<file path="config.mk">
export PLATFORM = sky130hd
export DESIGN_NAME = gpio_ctrl
export DESIGN_NICKNAME = d
export VERILOG_FILES = /design/src/rtl/gpio_ctrl_pkg.sv /design/src/rtl/gpio_ctrl_pin.sv /design/src/rtl/gpio_ctrl.sv
export SDC_FILE = /design/constraint.sdc
export NUM_CORES = 1
export LEC_CHECK = 0
export ABC_CLOCK_PERIOD_IN_PS = 1700
export CAP_MARGIN = 20
export CORE_ASPECT_RATIO = 1.5
export CORE_MARGIN = 4
export CORE_UTILIZATION = 47
export CTS_BUF_LIST = sky130_fd_sc_hd__clkbuf_4 sky130_fd_sc_hd__clkbuf_8
export DETAILED_ROUTE_END_ITERATION = 8
export GPL_ROUTABILITY_DRIVEN = 0
export PLACE_DENSITY = 0.81
export SYNTH_ARGS = -nofsm -noshare
export SYNTH_HDL_FRONTEND = slang
export SYNTH_SLANG_ARGS = --single-unit
</file>
<file path="constraint.sdc">
create_clock -name clk_i -period 1.7 [get_ports clk_i]
set_clock_uncertainty 0.1 [all_clocks]
set_input_delay 0.255 -clock clk_i [delete_from_list [all_inputs] [get_ports clk_i]]
set_output_delay 0.255 -clock clk_i [all_outputs]
set_load 0.005 [all_outputs]
</file>
<file path="src/rtl/gpio_ctrl_pkg.sv">
// Shared defaults, direction encoding and the edge-flag set rule for gpio_ctrl.
package gpio_ctrl_pkg;

   localparam int NUM_PINS_DEF   = 8;
   localparam int DEBOUNCE_W_DEF = 4;

   localparam logic DIR_IN  = 1'b0;
   localparam logic DIR_OUT = 1'b1;

   // A flag is raised only for input pins, on an enabled transition of the debounced level.
   function automatic logic edge_set(input logic prev_level, input logic next_level,
                                     input logic rise_en, input logic fall_en,
                                     input logic dir);
      return (dir == DIR_IN) &&
             ((~prev_level & next_level & rise_en) | (prev_level & ~next_level & fall_en));
   endfunction

endpackage

</file>
<file path="src/rtl/gpio_ctrl_pin.sv">
// One GPIO input lane: 2-flop synchroniser, saturating-free debounce counter and sticky edge flag.
module gpio_ctrl_pin
   import gpio_ctrl_pkg::*;
#(
   parameter int DEBOUNCE_W = DEBOUNCE_W_DEF
) (
   input  logic                  clk,
   input  logic                  rst,
   input  logic                  raw,
   input  logic                  dir,
   input  logic                  rise_en,
   input  logic                  fall_en,
   input  logic [DEBOUNCE_W-1:0] threshold,
   input  logic                  clr,
   output logic                  level,
   output logic                  flag
);

   logic                  s1;
   logic                  s2;
   logic [DEBOUNCE_W-1:0] cnt;
   logic                  level_next;
   logic                  set;

   // The counter only advances while below the threshold, so it cannot wrap.
   always_comb begin
      level_next = level;
      if (s2 != level && cnt >= threshold) begin
         level_next = s2;
      end
      set = edge_set(level, level_next, rise_en, fall_en, dir);
   end

   always_ff @(posedge clk) begin
      if (rst) begin
         s1    <= 1'b0;
         s2    <= 1'b0;
         cnt   <= '0;
         level <= 1'b0;
         flag  <= 1'b0;
      end else begin
         s1 <= raw;
         s2 <= s1;
         if (s2 == level) begin
            cnt <= '0;
         end else if (cnt >= threshold) begin
            level <= s2;
            cnt   <= '0;
         end else begin
            cnt <= cnt + 1'b1;
         end
         // A new edge outranks a clear arriving on the same cycle.
         flag <= set | (flag & ~clr);
      end
   end

endmodule

</file>
<file path="src/rtl/gpio_ctrl.sv">
// GPIO controller top: output data/enable registers, per-pin input lanes and the interrupt OR.
module gpio_ctrl
   import gpio_ctrl_pkg::*;
#(
   parameter int NUM_PINS   = NUM_PINS_DEF,
   parameter int DEBOUNCE_W = DEBOUNCE_W_DEF
) (
   input  logic                  clk_i,
   input  logic                  rst_i,
   input  logic [NUM_PINS-1:0]   gpio_i,
   output logic [NUM_PINS-1:0]   gpio_o,
   output logic [NUM_PINS-1:0]   gpio_oe_o,
   input  logic [NUM_PINS-1:0]   out_data_i,
   input  logic                  out_we_i,
   input  logic [NUM_PINS-1:0]   dir_i,
   input  logic [NUM_PINS-1:0]   rise_en_i,
   input  logic [NUM_PINS-1:0]   fall_en_i,
   input  logic [DEBOUNCE_W-1:0] debounce_i,
   input  logic [NUM_PINS-1:0]   irq_clr_i,
   output logic [NUM_PINS-1:0]   in_data_o,
   output logic [NUM_PINS-1:0]   irq_status_o,
   output logic                  irq_o
);

   always_ff @(posedge clk_i) begin
      if (rst_i) begin
         gpio_o    <= '0;
         gpio_oe_o <= '0;
      end else begin
         if (out_we_i) begin
            gpio_o <= out_data_i;
         end
         gpio_oe_o <= dir_i;
      end
   end

   for (genvar p = 0; p < NUM_PINS; p++) begin : g_pin
      gpio_ctrl_pin #(
         .DEBOUNCE_W(DEBOUNCE_W)
      ) u_pin (
         .clk       (clk_i),
         .rst       (rst_i),
         .raw       (gpio_i[p]),
         .dir       (dir_i[p]),
         .rise_en   (rise_en_i[p]),
         .fall_en   (fall_en_i[p]),
         .threshold (debounce_i),
         .clr       (irq_clr_i[p]),
         .level     (in_data_o[p]),
         .flag      (irq_status_o[p])
      );
   end

   assign irq_o = |irq_status_o;

endmodule

</file>
======== After elaboration in Yosys (flattened, before gate mapping) ========
Cells that the tools add are included.
operators by class
  reductions and logical operators ........ 33
  magnitude comparators ................... 8
  $add $sub $neg .......................... 8
  muxes and demuxes ....................... 8
  bitwise operators ....................... 96
  equality and inequality tests ........... 16
operators by type and width
  kind                   count
  $and A1 B1 Y1          40
  $not A1 Y1             40
  $add A4 B1 Y4 const B  8
  $ge A4 B4 Y1           8
  $reduce_or A3 Y1       8
  $logic_and A1 B1 Y1    16
  $or A1 B1 Y1           16
  $reduce_and A2 Y1      8
  $eq A1 B1 Y1           8
  $mux W1                8
  $ne A1 B1 Y1           8
  $reduce_or A8 Y1       1
word-level totals
  flip-flop bits (word level) ............. 80
  logic and storage cells ................. 211
  output and inout bits ................... 33
  input bits .............................. 55

======== Depth between registers and ports, before layout ========
Gate-level depths: netlist (run 1).
  word-level depth ........................ 9
  mapped depth ............................ 6
  gate-level depth less buffers ........... 6

======== Hierarchy ========
Synthesis (run 1) repeated with hierarchy kept, for this count alone.
unflattened totals
  cells, all modules ...................... 397
  area total of the unflattened synthesis .. 3858.7 um^2
by module, submodules not included
  module         area an instance (um^2)  instances  sequential area each (um^2)  cells an instance
  gpio_ctrl_pin  417.9                    8          160.2                        44
  gpio_ctrl      515.5                    1          320.3                        45

======== Worst setup path after synthesis (run 1) ========
Ideal clock, no wire load.
  kind .................................... register -> register
  start ................................... register g_pin[7].u_pin.cnt[0]
  end ..................................... register g_pin[7].u_pin.flag
  period minus slack after synthesis ...... 1.668 ns
  data arrival time ....................... 1.451 ns
  required time ........................... 1.483 ns
  cell stages (with the launch flop) ...... 7
  setup slack ............................. 0.032 ns
  cells stage by stage .................... dfxtp_1 > inv_1 > ha_1 > nand2b_4 > a2111oi_4 > nor2_1 > a32o_1
between the ends
  longest elaborated chain between the ends .. 9
  elaborated cells on any way between the ends .. 11
  those cells by class .................... order compare: 1; mux: 1; bitwise: 7; reduce/logical: 2
RTL lines
  item                         line                 source
  start: declaration           gpio_ctrl_pin.sv:21  logic [DEBOUNCE_W-1:0] cnt;
  start signal: assignment     gpio_ctrl_pin.sv:50  cnt <= cnt + 1'b1;
  $ge A4 B4 Y1 (*)             gpio_ctrl_pin.sv:28  if (s2 != level && cnt >= threshold) begin
  $logic_and A1 B1 Y1 (*)      gpio_ctrl_pin.sv:28
  $mux W1 (*)                  gpio_ctrl_pin.sv:28
  $not A1 Y1                   gpio_ctrl_pkg.sv:15  ((~prev_level & next_level & rise_en) | (prev_level & ~next_level & fall_en));
  $and A1 B1 Y1 (2 in series)  gpio_ctrl_pkg.sv:15
  $or A1 B1 Y1 (*)             gpio_ctrl_pkg.sv:15
  $logic_and A1 B1 Y1 (*)      gpio_ctrl_pkg.sv:14  return (dir == DIR_IN) &&
  $or A1 B1 Y1 (*)             gpio_ctrl_pin.sv:53  flag <= set | (flag & ~clr);
  end signal: assignment       gpio_ctrl_pin.sv:53
  end: declaration             gpio_ctrl_pin.sv:16  output logic flag
Mark *: on every way between the ends. The rest lies on a longest branch, timed or not.
A chain may end at the register's enable or synchronous reset.

======== Final worst setup path (run 1) ========
  start ................................... register g_pin[3].u_pin.cnt[0]
  end ..................................... register g_pin[3].u_pin.flag
between the ends
  longest elaborated chain between the ends .. 9
  elaborated cells on any way between the ends .. 11
  those cells by class .................... order compare: 1; mux: 1; bitwise: 7; reduce/logical: 2
RTL lines
  item                         line
  start: declaration           gpio_ctrl_pin.sv:21
  start signal: assignment     gpio_ctrl_pin.sv:50
  $ge A4 B4 Y1 (*)             gpio_ctrl_pin.sv:28
  $logic_and A1 B1 Y1 (*)      gpio_ctrl_pin.sv:28
  $mux W1 (*)                  gpio_ctrl_pin.sv:28
  $not A1 Y1                   gpio_ctrl_pkg.sv:15
  $and A1 B1 Y1 (2 in series)  gpio_ctrl_pkg.sv:15
  $or A1 B1 Y1 (*)             gpio_ctrl_pkg.sv:15
  $logic_and A1 B1 Y1 (*)      gpio_ctrl_pkg.sv:14
  $or A1 B1 Y1 (*)             gpio_ctrl_pin.sv:53
  end signal: assignment       gpio_ctrl_pin.sv:53
  end: declaration             gpio_ctrl_pin.sv:16
Marked as above.

==> results.yml, run 1 <==
setup_path:
  worstSetupStartpointType: "flop"
  rr_startpoint: "g_pin[3].u_pin.cnt[0]$_SDFF_PP0_"
  r2r_cells: 6
  crit_type: "flop to flop"
  endpoint_kind: "flop"
  crit_start: "g_pin[3].u_pin.cnt[0]$_SDFF_PP0_"
  cp_max_fo: 4
  arrival_ns: 1.88
  crit_required_ns: 1.86
cts:
  cts_buffers: 9
  clkSinkCount: 80
  postCtsHoldBufs: 0
  clk-insertion-delay-late_ns: 0.36
  h-tree-depth: 3
  tritoncts: "built"
  clk_pin_slew_worst_paths_ns: 0.08
  clockBufferDepth: 2
  cts-root-buf: "clkbuf_8"
worst_hold_path:
  min_path_type: "primary input to flop"
  min_from: "rst_i"
  hold_depth: 3
die:
  coreArea_sq_mm: 0.00806
  die_w_microns: 82.5
  die_area_sq_mm: 0.00989
  rows: 40
  initial_utilization_pct: 48.6
  die_h_microns: 120
  ios: 88
synth:
  synth-seq-cells: 80
  avgSynthCellArea_sq_um: 9.84
  synth.distinct_cells: 23
  synth_fp_nets: 493
  ys_warn_count: 0
  synthCells: 398
  ys_seq_area_share_pct: 40.9
  syn_area_sq_mm: 0.00392
placement:
  numPortBuffers: 87
  pre_cts_slack_ns: -0.543
  detailedPlacementHpwl_microns: 6370
finish:
  diodes: 0
  area_growth_pct: 40.8
  nFillCells: 601
  drive_above_1_share_pct: 24.9
  fin_nets: 593
power:
  ir_worst_vdd_mv: 0.586
  p_per_area_mw_per_mm2: 738
  p_total_uw: 4070
  p_leak_uw: 0.00213
global_routing:
  grt_pass1_wl_microns: 14500
  first_global_vias: 3162
  grt-ovfl-total: 0
  antenna_found_initial: 0
  grtUsageTotal_pct: 19.2
  grt_max_degree: 65
timing:
  finalSetupViolations: 1
  finalHoldViolCount: 0
  rsz0062_at_grt: "yes"
  timing.hold.ws_ns: 0.240
  worstMarginPinSlew_ns: 0.382
  fmax_mhz: 582
  finalCriticalPeriod_ns: 1.72
  slew-limit-headroom_pct: 74.5
  worst_slack_ns: -0.0189
  drv_slew: 0
  finalCritPeriodShare_pct: 101
status:
  outcome: "complete, but fails checks"
  violations: "setup timing"
detailed_routing:
  drc: 0
  dr.first_iter.drc_count: 174
  via_per_inst: 5.06
  drt.antenna.violating_nets: 0
  routed-via-count: 3074
  dr.pass1.iters: 6
  routedWlPerCell_microns: 15.1
  drt-total-wl_microns: 9170
job:
  cap_violations: 0
==> repair_timing <==
action	in CTS	in global routing
pin swaps	11	30
setup endpoints to repair	54	49
setup buffers	4	5
gates resized for setup	38	48
==> path summary, 6_finish.rpt <==
| kind | end | slack (ns) |
|---|---|---|
| max | g_pin[3].u_pin.flag$_SDFF_PP0_ | -0.02 |
| min | g_pin[6].u_pin.s2$_SDFF_PP0_ | 0.24 |
| max reg2reg | g_pin[3].u_pin.flag$_SDFF_PP0_ | -0.02 |
| min reg2reg | g_pin[1].u_pin.s2$_SDFF_PP0_ | 0.34 |
==> area by class of cell <==
type / count / area [sq um] / share of cell area [%]
well taps: 105 / 131 / 2.38
flip-flops and latches: 80 / 1630 / 29.5
clock inverters: 6 / 82.6 / 1.50
multi-input cells: 275 / 2360 / 42.8
inverters: 19 / 82.6 / 1.50
clock buffers: 10 / 138 / 2.50
repair buffers: 113 / 1090 / 19.8
==> cell usage after synthesis, drive strengths merged <==
cell type,n,area share [%]
nand2,9,0.86
nor2b,24,3.8
o21ai,24,3.1
o21a,8,1.5
clkbuf,4,0.38
nand2b,8,2.8
a21oi,8,1.0
nor4,2,0.32
or3b,8,1.8
xor2,8,1.8
dfxtp,80,41
nor2,80,7.7
nand3b,8,1.5
a2111oi,8,5.6
buf,20,3.6
xnor2,16,3.6
a32o,8,2.0
ha,40,13
inv,19,1.8
nand3,8,1.0
mux2i,8,2.0
==> kinds of logic after synthesis <==
logic type               after synthesis  share of synthesized area, %
flip-flops                            80                          40.9
AND/OR/NAND/NOR                      147                          19.8
multiplexers                           8                          2.04
AO/OA/AOI/OAI                         56                          13.3
XOR/XNOR                              24                          5.37
adder cells (fa/ha/maj)               40                          12.8
buffers and inverters                 43                          5.78
==> cells in the final DEF (no fill, tap or decap), types with 9 or more instances in the layout <==
| master | Yosys | final |
|---|---|---|
| ha_1 | 40 | 20 |
| inv_1 | 19 | 9 |
| nor2b_1 | 24 | 24 |
| nor2_1 | 80 | 73 |
| clkdlybuf4s50_1 | 0 | 77 |
| buf_4 | 16 | 22 |
| dfxtp_1 | 80 | 59 |
| dfxtp_2 | 0 | 21 |
| clkbuf_8 | 0 | 10 |
| ha_4 | 0 | 14 |
| o21ai_0 | 16 | 13 |
| xnor2_1 | 16 | 16 |
| nand2_1 | 9 | 9 |
==> metal layers <==
| metal | vias to the layer above | wire [microns] | part of all wire [%] | GRT usage (%) |
|---|---|---|---|---|
| li1 | 1539 | - | - | - |
| met1 | 1439 | 3620 | 40 | 21.1 |
| met2 | 84 | 4720 | 52 | 32.8 |
| met3 | 12 | 602 | 6.6 | 5.41 |
| met4 | 0 | 219 | 2.4 | 9.41 |
| met5 | - | 0 | 0 | 0 |
==> stage by stage <==
| step | setup TNS [ns] | util [%] | cell area, sq um | cells |
|---|---|---|---|---|
| 4_1_cts | 0 | 65.7 | 5290 | 603 |
| 3_5_place_dp | -23.32 | 60.8 | 4900 | 583 |
| 5_1_grt | -0.795 | 68.4 | 5510 | 608 |
| 2_1_floorplan | 0 | - | 3920 | 398 |
| 6_report | -0.0189 | 68.4 | 5510 | 608 |
| 3_3_place_gp | -21.89 | 60.8 | 4900 | 583 |
==> registers in the layout (all words and copies together), names as in the netlist <==
signal             count
g_pin.u_pin.cnt       32
g_pin.u_pin.flag       8
g_pin.u_pin.level      8
g_pin.u_pin.s1         8
g_pin.u_pin.s2         8
gpio_o                 8
gpio_oe_o              8
==> power by group <==
group	internal [uW]	switching, uW	leakage (uW)	total [uW]
clock network	859	701	0.000112	1560
logic	339	222	0.00136	561
registers	1920	27.3	0.000663	1950
==> worst max-delay path: stages (launching register included) <==
cell and delay (ns):
dfxtp_2 0.34, inv_2 0.04, ha_4 0.20, nand2b_4 0.14
a2111oi_4 0.43, nor2_1 0.09, a32o_1 0.27
(Power assumes the default switching activity.)
==> inputs of run 2 (changes only) <==
--- a/config.mk
+++ b/config.mk
@@ -6,7 +6,6 @@
 export NUM_CORES = 1
 export LEC_CHECK = 0
 export ABC_CLOCK_PERIOD_IN_PS = 1700
-export CAP_MARGIN = 20
 export CORE_ASPECT_RATIO = 1.5
 export CORE_MARGIN = 4
 export CORE_UTILIZATION = 47
==> results of run 2 <==
Final layout, timing and power as in run 1 (identical DEF).
